### config.mk
export PLATFORM = sky130hd
export DESIGN_NAME = irq_ctrl
export DESIGN_NICKNAME = d
export VERILOG_FILES = /design/src/rtl/irq_ctrl.sv
export SDC_FILE = /design/constraint.sdc
export NUM_CORES = 1
export LEC_CHECK = 0
export ABC_AREA = 0
export CORE_MARGIN = 10
export CORE_UTILIZATION = 55
export CTS_CLUSTER_DIAMETER = 100
export DETAILED_ROUTE_END_ITERATION = 10
export DONT_BUFFER_PORTS = 1
export GPL_ROUTABILITY_DRIVEN = 0
export PLACE_DENSITY = 0.79
export RECOVER_POWER = 50
export SYNTH_ARGS = -nofsm -noshare
export SYNTH_HDL_FRONTEND = slang
export SYNTH_SLANG_ARGS = --single-unit
### constraint.sdc
create_clock -name clk -period 3.2 [get_ports clk]
set_input_delay 0.48 -clock clk [delete_from_list [all_inputs] [get_ports clk]]
set_output_delay 0.48 -clock clk [all_outputs]
set_load 0.1 [all_outputs]
### src/rtl/irq_ctrl.sv
// Interrupt controller: synchronises N_SRC request lines, latches them as edge or
// level requests, and presents the lowest-index enabled source through req/ack/eoi.
module irq_ctrl #(
  parameter int               N_SRC       = 18,
  parameter int               ID_W        = 5,
  parameter int               SYNC_STAGES = 2,
  parameter logic [N_SRC-1:0] EDGE_MASK   = {N_SRC{1'b1}},
  parameter logic [N_SRC-1:0] MASK_RST    = {N_SRC{1'b1}}
) (
  input  logic             clk,
  input  logic             rst,
  input  logic             glob_ie,
  input  logic [N_SRC-1:0] in_intp,
  input  logic             mask_we,
  input  logic [N_SRC-1:0] mask_wdata,
  input  logic             irq_ack,
  input  logic             eoi,
  output logic             irq,
  output logic [ID_W-1:0]  irq_id,
  output logic             in_service,
  output logic [N_SRC-1:0] pending,
  output logic [N_SRC-1:0] mask
);

  typedef enum logic [1:0] {
    S_IDLE,
    S_REQ,
    S_SERVICE
  } state_t;

  state_t           state, state_nxt;
  logic [N_SRC-1:0] sync_q [SYNC_STAGES];
  logic [N_SRC-1:0] synced, sync_prev, rise;
  logic [N_SRC-1:0] id_sel, clr, pending_nxt, q;
  logic [ID_W-1:0]  winner;
  logic             q_any, id_enabled, ack_take, load_id;

  // NOTE: clocked state uses non-blocking assignments so every flop samples the
  // pre-edge values of its neighbours, regardless of statement order.
  always_ff @(posedge clk or negedge rst) begin
    if (!rst) begin
      for (int s = 0; s < SYNC_STAGES; s++) sync_q[s] <= '0;
      sync_prev <= '0;
    end else begin
      sync_q[0] <= in_intp;
      for (int s = 1; s < SYNC_STAGES; s++) sync_q[s] <= sync_q[s-1];
      sync_prev <= synced;
    end
  end

  assign synced = sync_q[SYNC_STAGES-1];
  assign rise   = synced & ~sync_prev;

  // NOTE: every signal written in an always_comb gets a default first, so no
  // path through the block leaves it unassigned and no latch is inferred.
  always_comb begin
    id_sel = '0;
    for (int i = 0; i < N_SRC; i++) id_sel[i] = (irq_id == ID_W'(i));
  end

  assign ack_take   = (state == S_REQ) && irq_ack;
  assign clr        = ack_take ? (id_sel & EDGE_MASK) : '0;
  // A new edge in the clearing cycle wins over the acknowledge clear.
  assign pending_nxt = (EDGE_MASK & ((pending & ~clr) | rise)) | (~EDGE_MASK & synced);
  assign q          = glob_ie ? (pending & mask) : '0;
  assign q_any      = |q;
  assign id_enabled = |(id_sel & mask);

  always_comb begin
    winner = '0;
    for (int i = N_SRC - 1; i >= 0; i--) begin
      if (q[i]) winner = ID_W'(i);
    end
  end

  always_ff @(posedge clk or negedge rst) begin
    if (!rst) begin
      pending <= '0;
      mask    <= MASK_RST;
    end else begin
      pending <= pending_nxt;
      if (mask_we) mask <= mask_wdata;
    end
  end

  // State register; the request index is captured when leaving IDLE.
  assign load_id = (state == S_IDLE) && q_any;

  always_ff @(posedge clk or negedge rst) begin
    if (!rst) begin
      state  <= S_IDLE;
      irq_id <= '0;
    end else begin
      state <= state_nxt;
      if (load_id) irq_id <= winner;
    end
  end

  always_comb begin
    state_nxt = state;
    case (state)
      S_IDLE:    if (q_any) state_nxt = S_REQ;
      S_REQ: begin
        if (irq_ack)                      state_nxt = S_SERVICE;
        else if (!glob_ie || !id_enabled) state_nxt = S_IDLE;
      end
      S_SERVICE: if (eoi) state_nxt = S_IDLE;
      default:   state_nxt = S_IDLE;
    endcase
  end

  always_comb begin
    irq        = (state == S_REQ);
    in_service = (state == S_SERVICE);
  end

endmodule

==> impl_metrics.yaml <==
synth:
  ys_seq_area_share_pct: 66.4
  postSynthAreaPerCell_sq_um: 12.9
  yosys.area.top_type: "dfrtp_1"
  synth.yosys.warnings: 0
  netlist.area_leader.share_pct: 53.6
  async_flop_share_pct: 100
  synth_seq_cells: 97
  synth_nets: 328
  synth_edf_count: 0
  syn-instance-count: 286
  synth.area.top_cells: "dfrtp_1 (54%), dfstp_2 (13%), mux2_2 (5.5%)"
  synth_top_flop_cell: "dfrtp_1"
  syn-cell-area_sq_um: 3690
  synth_cell_type_count: 53
floorplan:
  dieWidth_um: 102
  rows: 29
  ios: 85
  dieArea_sq_um: 10400
  die_h_um: 102
  coreArea_sq_um: 6420
  start_util_pct: 57.5
routing:
  firstDrtPassIters: 5
  wl_per_cell_um: 21.7
  wirelength_um: 8560
  final_antenna_net_count: 0
  drc: 0
  routed_via_density: 6.04
  drt_iter0_drc: 256
  vias: 2384
cts:
  post_cts_buffers: 0
  cts_max_level: 3
  clk_pin_slew_ps: 100
  clockBufferDepth: 2
  cts_resized: 0
  cts.sinks: 97
  clk_latency_ps: 370
  cts_tree: "built"
  cts-root-buf: "clkbuf_8"
  numCtsBuffers: 9
worst_setup_path:
  critPathMaxFanout: 5
  r2r-start: "mask[14]$_DFFE_PN1P_"
  path_delay_family: "flip-flops"
  worstRegToRegCells: 5
  regToRegSetupSlack_ps: 1050
  crit_type: "flop to flop"
  start_kind: "flop"
  max_stage_delay_ps: 930
  critical_path_buf_inv_count: 0
  reg2reg_to: "irq_id[1]$_DFFE_PN0P_"
  crit_arrival_ps: 2430
  path_cells: "a22oi_2, nor4b_1, o32a_1, nor2_1, o31ai_2"
  worst_setup_path_end_kind: "flop"
  cp_data_required_time_ps: 3480
  slowest_stage: "dfstp_2"
flow_run:
  drv_cap: 1
finish:
  final_core_util_pct: 64.3
  area_growth_pct: 11.9
  multi_input_area_sq_um: 1110
  fillers: 464
  fin_nets: 355
  regArea_sq_um: 2450
  drive_gt1_share_pct: 28.0
  n_antenna_cell: 0
sta:
  tightest_slew_ps: 2230
  drv_slew: 98
  hold_slack_ps: 123
  max-slew-margin-rel_pct: -48.8
  grt_setup_unrepaired: "no"
  fin_worst_skew_ps: 8.41
  finalSetupTns_ps: 0
  finalHoldViolCount: 0
  period_share_pct: 67.2
  setup_viol: 0
  period_needed_ps: 2150
  max_freq_mhz: 465
power_and_ir_drop:
  peakVddDrop_v: 0.000445
  p_leak_nw: 1.75
  power_density_nw_per_um2: 895
grt:
  grt_overflow: 0
  grt_pass1_vias: 2466
  grt_use_total_pct: 17.1
  grt_pass1_wl_um: 13500
  grt_antenna_before_repair: 0
  grt_max_degree: 98
run_status:
  violations: "capacitance limit, slew limit"
  outcome: "complete, but fails checks"
hold_path:
  min_path_type: "input pin to flop"
  min_to: "sync_q[34]$_DFF_PN0_"
  hp-start: "in_intp[16]"
  hold_depth: 0
place:
  port-buffer-count: 0
  hpwl_um: 6240
## how the worst max path moves through the flow
| stage | from | to | depth (start not counted) |
|---|---|---|---|
| after floorplan | pending[12]$_DFF_PN0_ | irq_id[2]$_DFFE_PN0P_ | 5 |
| after global placement | mask[14]$_DFFE_PN1P_ | irq_id[2]$_DFFE_PN0P_ | 5 |
| after detailed placement | mask[14]$_DFFE_PN1P_ | irq_id[2]$_DFFE_PN0P_ | 5 |
| after CTS | mask[14]$_DFFE_PN1P_ | irq_id[2]$_DFFE_PN0P_ | 5 |
| after global routing | rst | irq_id[3]$_DFFE_PN0P_ | 1 |
| final | mask[14]$_DFFE_PN1P_ | irq_id[1]$_DFFE_PN0P_ | 5 |
## power by group
part	internal (W)	switching (W)	leakage, nW
clock	0.000376	0.000444	0.0999
sequential	0.00137	0.000339	1.07
combinational	0.000292	0.000872	0.578
## per-stage QoR
step / cells / instance area, sq um / total power [W] / setup slack [ps]
final: 395 / 4130 / 0.00370 / 1050
after CTS: 395 / 4150 / 0.00371 / 1080
after global placement: 378 / 3920 / 0.00283 / 1170
after floorplan: 286 / 3690 / 0.00260 / 1100
after global routing: 395 / 4130 / 0.00386 / 709
after detailed placement: 378 / 3920 / 0.00286 / 1110
## metal layers
layer  part of all wire, %  global-route usage (%)  vias to the layer above  routed length, um
met1                    37                    20.0                     1177               3160
met3                    10                    6.41                       20                884
met4                   2.0                    7.27                        0                172
met5                     0                       0                        -                  0
li1                      -                       -                     1071                  -
met2                    51                    28.0                      116               4340
## sequential cells by signal, indices dropped and copies added (netlist names)
signal / count
irq_id: 5
mask: 18
pending: 18
state: 2
sync_prev: 18
sync_q: 18
synced: 18
## worst reg2reg max path: stages (launching register included)
cell and delay [ps]:
dfstp_2 930, a22oi_2 210, nor4b_1 430, o32a_1 230, nor2_1 50, o31ai_2 200
## timing repair
item                                    in CTS  in global routing
hold endpoints to repair                    97                  0
hold buffers                                 1                  0
endpoints found under the setup margin       0                  0
## area by class of cell
type,instances,share of cell area [%]
clock inverter,7,2.06
sequential,97,59.3
tap,77,2.33
clock buffer,9,3.00
inverter,21,1.91
timing repair buffer,25,4.48
multi-input combinational,159,26.9
## logic make-up after synthesis
kind of cell	Yosys count	synth area share, %
flip-flops	97	66.4
multiplexers	22	6.68
AND/OR/NAND/NOR	59	8.58
AO/OA/AOI/OAI	78	14.9
buffers and inverters	30	3.49
## synthesized netlist by cell type, drive strengths merged (7+ instances only)
library cell and n:
nand3 7, mux2 21, dfrtp 79, nor2 12, buf 8, dfstp 18, o21ai 41, a22oi 12
nand2 17, inv 21
## cell usage in the layout, fill, tap and decap left out, types with 3 or more instances in the layout
cell | Yosys | routed
a21oi_1 | 3 | 3
a22oi_1 | 9 | 9
dfrtp_1 | 79 | 79
buf_4 | 0 | 24
o21ai_1 | 33 | 33
mux2_1 | 3 | 3
a32oi_1 | 3 | 3
a22oi_2 | 3 | 3
nor2_1 | 11 | 11
clkbuf_8 | 0 | 9
o21ai_0 | 7 | 7
nand3_1 | 7 | 7
nand2b_1 | 3 | 3
dfstp_2 | 18 | 18
mux2_2 | 18 | 18
nand2_1 | 17 | 17
inv_1 | 20 | 20
(Power assumes the default switching activity.)
